**src/rtl/counter_updown_param.sv**
```systemverilog
// Parametrised synchronous up/down counter with load clamp, wrap/saturate end behaviour,
// combinational cascade terminal count and a registered boundary event flag.
module counter_updown_param #(
    parameter int unsigned     WIDTH    = 6,
    parameter longint unsigned MODULUS  = 64,
    parameter bit              SAT_MODE = 1'b0
) (
    input  logic             clk,
    input  logic             reset,
    input  logic             en,
    input  logic             up,
    input  logic             load,
    input  logic [WIDTH-1:0] load_val,
    output logic [WIDTH-1:0] q,
    output logic             tc,
    output logic             wrap
);

    localparam logic [WIDTH-1:0] MAX_VAL  = WIDTH'(MODULUS - 64'd1);
    localparam logic [WIDTH-1:0] ZERO_VAL = {WIDTH{1'b0}};
    localparam logic [WIDTH-1:0] ONE_VAL  = {{(WIDTH-1){1'b0}}, 1'b1};

    logic [WIDTH-1:0] count_q;
    logic [WIDTH-1:0] count_d;
    logic             wrap_q;
    logic             wrap_d;
    logic             at_max_s;
    logic             at_zero_s;
    logic             at_bound_s;

    // Loaded values beyond the count range pin to the top of the range.
    function automatic logic [WIDTH-1:0] clamp_load(input logic [WIDTH-1:0] val);
        if (val > MAX_VAL) begin
            return MAX_VAL;
        end else begin
            return val;
        end
    endfunction

    // Boundary detection and cascade terminal count.
    always_comb begin
        at_max_s   = (count_q == MAX_VAL);
        at_zero_s  = (count_q == ZERO_VAL);
        at_bound_s = up ? at_max_s : at_zero_s;
        tc         = en & at_bound_s;
    end

    // Next count and boundary event: load beats count.
    always_comb begin
        count_d = count_q;
        wrap_d  = 1'b0;
        if (load) begin
            count_d = clamp_load(load_val);
            wrap_d  = 1'b0;
        end else if (en) begin
            wrap_d = at_bound_s;
            if (up) begin
                if (at_max_s) begin
                    count_d = SAT_MODE ? MAX_VAL : ZERO_VAL;
                end else begin
                    count_d = count_q + ONE_VAL;
                end
            end else begin
                if (at_zero_s) begin
                    count_d = SAT_MODE ? ZERO_VAL : MAX_VAL;
                end else begin
                    count_d = count_q - ONE_VAL;
                end
            end
        end else begin
            count_d = count_q;
            wrap_d  = 1'b0;
        end
    end

    // Count and event registers with synchronous reset.
    always_ff @(posedge clk) begin
        if (reset) begin
            count_q <= ZERO_VAL;
            wrap_q  <= 1'b0;
        end else begin
            count_q <= count_d;
            wrap_q  <= wrap_d;
        end
    end

    assign q    = count_q;
    assign wrap = wrap_q;

endmodule

```
**config.mk**
```make
export PLATFORM = sky130hd
export DESIGN_NAME = counter_updown_param
export DESIGN_NICKNAME = d
export VERILOG_FILES = /design/src/rtl/counter_updown_param.sv
export SDC_FILE = /design/constraint.sdc
export NUM_CORES = 1
export LEC_CHECK = 0
export ABC_CLOCK_PERIOD_IN_PS = 4200
export BUFFER_PORTS_ARGS = -buffer_cell sky130_fd_sc_hd__buf_2
export CORE_MARGIN = 8
export CORE_UTILIZATION = 40
export CTS_BUF_LIST = sky130_fd_sc_hd__clkbuf_4
export CTS_CLUSTER_DIAMETER = 60
export DETAILED_ROUTE_END_ITERATION = 7
export HOLD_SLACK_MARGIN = 0.06
export PLACE_DENSITY = 0.74
export RECOVER_POWER = 25
export SLEW_MARGIN = 15
export SYNTH_ARGS = -nofsm -noshare
export SYNTH_HDL_FRONTEND = slang
export SYNTH_SLANG_ARGS = --single-unit
```
**constraint.sdc**
```tcl
create_clock -name clk -period 4.2 [get_ports clk]
set_clock_uncertainty 0.2 [all_clocks]
set_input_delay 0.63 -clock clk [delete_from_list [all_inputs] [get_ports clk]]
set_output_delay 0.63 -clock clk [all_outputs]
set_load 0.02 [all_outputs]
```
==> impl_metrics.toml, run 1 <==
[setup_path]
startpoint_type = "register"
worstPathCellList = "inv_1, ha_1, or3b_4, or4_4, a21oi_1, buf_2"
reg2reg_from = "q[0]"
crit_buf_inv = 2
crit_required_ns = 3.37
r2r_setup_slack_ns = 2.16
cpLargestDelayFamily = "simple AND/OR/NAND/NOR gates"
critPathKind = "register to output pin"
max_stage_delay_ns = 0.43
arrival_ns = 2.05
r2r-end = "q[4]"
critPathSlowestCell = "or4_4"
setup.worst_path.end_class = "output pin"
worstRegToRegCells = 6
critPathMaxFanout = 9

[pwr]
p_leak_nw = 0.3091
p_sw_frac = 0.3441
seq_power_share = 0.381
power_density_mw_per_mm2 = 294.0
worst_ir_drop_vdd_mv = 0.2252
power_mw = 0.2189
clkPwrFrac = 0.324
p_comb_frac = 0.296
p_int_mw = 0.1436
netSwitchingPower_mw = 0.07530

[synth]
syn_inst = 79
syn_area_sq_um = 641.9
synth_ff_type = "dfxtp_1"
syn-mean-instance-area_sq_um = 8.125
synth_seq_area_share = 0.2183
syn_nets = 93
synth-seq-cells = 7
synth-edff-count = 0
yosys_warnings = 0
synth.distinct_cells = 41
async_flop_share = 0

[global_routing]
grt_max_degree = 18
met3_usage = 0.06164
grt_pass1_wl_mm = 2.856
gr-usage-met1 = 0.1242
grt_use_total = 0.1092
grtUsageMet2 = 0.1727
antenna_found_initial = 0
top_usage_layer = "met2"
first_global_vias = 631
gr-total-overflow = 0

[floorplan]
ios = 19
start_util = 0.4261
core_sq_mm = 0.001506
die_area_sq_mm = 0.003143
fp.dieW_um = 56.06
row_count = 14
die_h_um = 56.06

[detailed_routing]
ant_nets = 0
drc = 0
detail_route.wl_per_cell_um = 14.66
num_vias = 650
drt_first_pass_iters = 4
drt_iter0_drc = 14
routed_wl_mm = 1.627
avgViaCountPerCell = 5.856

[clock_tree]
htree_num_levels = 1
cts_tree = "built"
clock-sinks = 7
clk_pin_slew_worst_paths_ns = 0.06
cts_buffers = 3
cts_resized = 0
cts_hold_buf = 0
cts_root_buf = "clkbuf_4"
clk_latency_ns = 0.26
clock_path_buffers = 2
cts_setup_buffers = 0

[sta]
slew_headroom = 0.6854
worst_slew_pin_slew_ns = 0.4713
setup-violations-final = 0
setup_tns_ns = 0
grt_setup_unrepaired = "false"
max_freq_mhz = 347.2
maxSlewViolCount = 0
layout_min_cycle_time_ns = 2.880
period_share = 0.6858
final_hold_viol_count = 0

[finish]
insertedDiodeCount = 0
syn_to_final_growth_pct = 15.98
fin_nets = 110
fillCellCount = 154
layout-drive-gt1-share = 0.2947

[place]
io_buffers = 18
dp_hpwl_mm = 1.228
gp_congestion = 0.8472

[hold_path]
min_to = "q[2]"
hp-start = "load_val[2]"
whs_path_depth = 3
min_path_type = "input port to register"

[run_status]
status = "complete, no violations"

[run]
maxCapViolCount = 0
==> worst reg2reg max path: stages, from the launching register on <==
cell	delay, ns
dfxtp_1	0.39
inv_1	0.14
ha_1	0.15
or3b_4	0.40
nor4_4	0.29
o21ai_2	0.11
a2111oi_2	0.28
==> synth_stat cells, drive strengths merged (2+ instances only) <==
| master | instances | area share |
|---|---|---|
| nor2b | 5 | 0.049 |
| dfxtp | 7 | 0.22 |
| a21oi | 4 | 0.031 |
| ha | 3 | 0.058 |
| o21ai | 4 | 0.037 |
| or3 | 2 | 0.021 |
| inv | 4 | 0.023 |
| nand2 | 4 | 0.023 |
| nand3 | 4 | 0.031 |
| nor4 | 2 | 0.043 |
| mux2i | 3 | 0.047 |
| a211oi | 3 | 0.043 |
| nor3 | 2 | 0.016 |
| nor2 | 6 | 0.035 |
| buf | 5 | 0.047 |
==> how the worst max path moves through the flow <==
stage	startpoint	endpoint	slack (ns)	depth (start not counted)
finish	q[0]	tc	1.32	6
global route	q[0]	tc	1.23	6
CTS	q[0]	tc	1.32	6
detailed placement	q[0]	tc	1.59	6
global placement	q[0]	tc	1.65	6
floorplan	q[0]	tc	1.50	5
==> registers in the layout, indices dropped and copies added (netlist names) <==
name  count
q         6
wrap      1
==> logic make-up after synthesis <==
kind of cell | count (synthesis) | synth area share
AOI/OAI and AO/OA | 21 | 0.2534
buffers and inverters | 10 | 0.07600
and+or+nand+nor | 34 | 0.3334
DFF | 7 | 0.2183
muxes | 3 | 0.04679
adders and majority gates | 3 | 0.05849
xor gates and xnor gates | 1 | 0.01365
==> power groups by stage <==
stage	Sequential [mW]	Combinational (mW)	Clock (mW)
4_1_cts	0.0830	0.0655	0.0728
3_3_place_gp	0.0841	0.0642	0
6_report	0.0833	0.0647	0.0708
5_1_grt	0.0849	0.0723	0.0763
3_5_place_dp	0.0846	0.0652	0
2_1_floorplan	0.0846	0.0476	0
==> through the flow <==
stage                     hold slack, ns  instance area, sq um    util  setup slack (ns)  std cells
after floorplan                   0.4625                 641.9       -             1.502         79
after global placement            0.4128                 718.2  0.4767             1.649        107
after detailed placement          0.4203                 718.2  0.4767             1.593        107
after CTS                         0.4294                 748.2  0.4967             1.320        111
after global routing              0.4449                 744.5  0.4942             1.235        111
final                             0.4322                 744.5  0.4942             1.320        111
==> cell usage in the layout (no fill, tap or decap), types with 2 or more instances in the layout <==
cell type	instances
nor3_1	2
nand2_1	4
dfxtp_1	7
nand3_1	4
clkbuf_4	4
clkbuf_1	3
ha_1	3
inv_1	4
nor2_1	6
a211oi_1	2
nor2b_1	5
buf_2	15
mux2i_1	3
a21oi_1	4
o21ai_0	3
==> per-layer routing <==
metal / vias up / routed length, um
met5: - / 0
met4: 0 / 8
met3: 2 / 145
met2: 21 / 705
met1: 300 / 768
li1: 327 / -
==> layout make-up <==
type	count	area, sq um	area share
multi-input combinational	62	452.9	0.6084
sequential	7	140.1	0.1882
timing repair buffer	18	86.33	0.1160
tap	16	20.02	0.02689
clock buffer	4	30.03	0.04034
inverter	4	15.01	0.02017
Note: power is estimated with default switching activity, not from simulation.
==> run 2: changes to the inputs <==
--- a/config.mk
+++ b/config.mk
@@ -5,7 +5,7 @@
 export SDC_FILE = /design/constraint.sdc
 export NUM_CORES = 1
 export LEC_CHECK = 0
-export ABC_CLOCK_PERIOD_IN_PS = 4200
+export ABC_CLOCK_PERIOD_IN_PS = 2300
 export BUFFER_PORTS_ARGS = -buffer_cell sky130_fd_sc_hd__buf_2
 export CORE_MARGIN = 8
 export CORE_UTILIZATION = 40
@@ -13,7 +13,7 @@
 export CTS_CLUSTER_DIAMETER = 60
 export DETAILED_ROUTE_END_ITERATION = 7
 export HOLD_SLACK_MARGIN = 0.06
-export PLACE_DENSITY = 0.74
+export PLACE_DENSITY = 0.77
 export RECOVER_POWER = 25
 export SLEW_MARGIN = 15
 export SYNTH_ARGS = -nofsm -noshare
==> constraint.sdc (replaced) <==
create_clock -name clk -period 2.3 [get_ports clk]
set_clock_uncertainty 0.2 [all_clocks]
set_input_delay 0.345 -clock clk [delete_from_list [all_inputs] [get_ports clk]]
set_output_delay 0.345 -clock clk [all_outputs]
set_load 0.02 [all_outputs]
==> impl_metrics.toml, run 2 (synthesis gave the netlist of run 1 again) <==
[place]
io_buffers = 18
post_dp_cell_area_sq_um = 752.0
dp_hpwl_mm = 1.325
dp_cells = 110
dp_slack_ns = 0.06291
gp_congestion = 0.8447

[hold_path]
min_path_type = "input port to register"

[pwr]
p_comb_frac = 0.337
p_int_mw = 0.2724
power_density_mw_per_mm2 = 520.1
netSwitchingPower_mw = 0.1441
worst_ir_drop_vdd_mv = 0.2893
p_sw_frac = 0.3461
seq_power_share = 0.350
clkPwrFrac = 0.312
p_leak_nw = 0.3271
power_mw = 0.4165

[floorplan]
die_h_um = 56.06
row_count = 14
core_sq_mm = 0.001506
ios = 19
fp.dieW_um = 56.06
die_area_sq_mm = 0.003143
start_util = 0.4261

[finish]
final_cell_mix = "buf_2 (14), nor2_1 (6), dfxtp_1 (6)"
syn_to_final_growth_pct = 24.76
fillCellCount = 136
fin_util = 0.5316
stdcell_count = 114
fin_area_sq_um = 800.8
layout-drive-gt1-share = 0.3673
insertedDiodeCount = 0
largest_reg_flops = 6
final_common_cell = "buf_2"
fin_nets = 113

[sta]
max_freq_mhz = 410.2
slew_headroom = 0.7159
setup_tns_ns = -0.1378
period_share = 1.060
setup_ws_ns = -0.1378
worst_slew_pin_slew_ns = 0.4256
grt_setup_unrepaired = "true"
setup-violations-final = 1
maxSlewViolCount = 0
hold_slack_ns = 0.1456
final_hold_viol_count = 0
layout_min_cycle_time_ns = 2.438

[detailed_routing]
avgViaCountPerCell = 5.877
num_vias = 670
drc = 0
detail_route.wl_per_cell_um = 15.70
drt_iter0_drc = 15
ant_nets = 0
routed_wl_mm = 1.790
drt_first_pass_iters = 4

[clock_tree]
cts_setup_buffers = 0
cts_root_buf = "clkbuf_4"
cts_tree = "built"
clock-sinks = 7
cts_buffers = 3
clock_path_buffers = 2
clk_latency_ns = 0.26
htree_num_levels = 1
clk_pin_slew_worst_paths_ns = 0.06
cts_hold_buf = 0

[setup_path]
critPathKind = "register to output pin"
arrival_ns = 1.89
crit_required_ns = 1.75
critPathMaxFanout = 3
setup.worst_path.end_class = "output pin"
startpoint_type = "register"

[global_routing]
gr-usage-met1 = 0.1407
gr-total-overflow = 0
grt_use_total = 0.1174
grtUsageMet2 = 0.1838
met3_usage = 0.05936
grt_max_degree = 18
antenna_found_initial = 0
grt_pass1_wl_mm = 3.139
top_usage_layer = "met2"
first_global_vias = 673

[run_status]
status = "complete, but fails checks"
violations = "setup timing"

[run]
maxCapViolCount = 0
## run 2: cell count changes in the layout (fill, tap and decap cells not counted), sizes merged
cell  change
buf       +3
## run 2: metal layers
metal | vias up | share of wire
li1 | 340 | -
met1 | 304 | 0.45
met2 | 22 | 0.46
met3 | 4 | 0.083
met4 | 0 | 0.0056
met5 | - | 0
## run 2: final cells by class
cell class	instances	area, sq um	area share
inverters	4	17.52	0.02188
well taps	16	20.02	0.02500
flip-flops and latches	7	141.4	0.1766
multi-input cells	62	476.7	0.5953
repair buffers	21	115.1	0.1437
clock buffers	4	30.03	0.03750
## run 2: power by group through the flow
stage / Sequential, mW / Clock (mW) / Combinational [mW]
floorplan: 0.155 / 0 / 0.0888
finish: 0.146 / 0.130 / 0.140
detailed placement: 0.147 / 0 / 0.136
global route: 0.148 / 0.140 / 0.155
global placement: 0.146 / 0 / 0.133
CTS: 0.145 / 0.132 / 0.138
## run 2: repair_timing
item / in CTS / in global routing
resized for setup: 5 / 3
setup endpoints to repair: 1 / 1
pin swaps: 0 / 0
## run 2: path summary, 6_finish.rpt
check	slack, ns	from	cells after the start	endpoint
hold reg to reg	0.43	q[5]	2	q[5]
hold / removal	0.15	load_val[0]	3	q[0]
setup reg to reg	0.39	q[0]	6	q[3]
setup / recovery	-0.14	q[1]	6	tc
## run 2: worst max-delay path: stages (launching register included)
cell,delay [ns]
dfxtp_1,0.31
inv_2,0.08
ha_4,0.12
or3b_4,0.39
or4_4,0.46
a21oi_4,0.14
buf_6,0.13
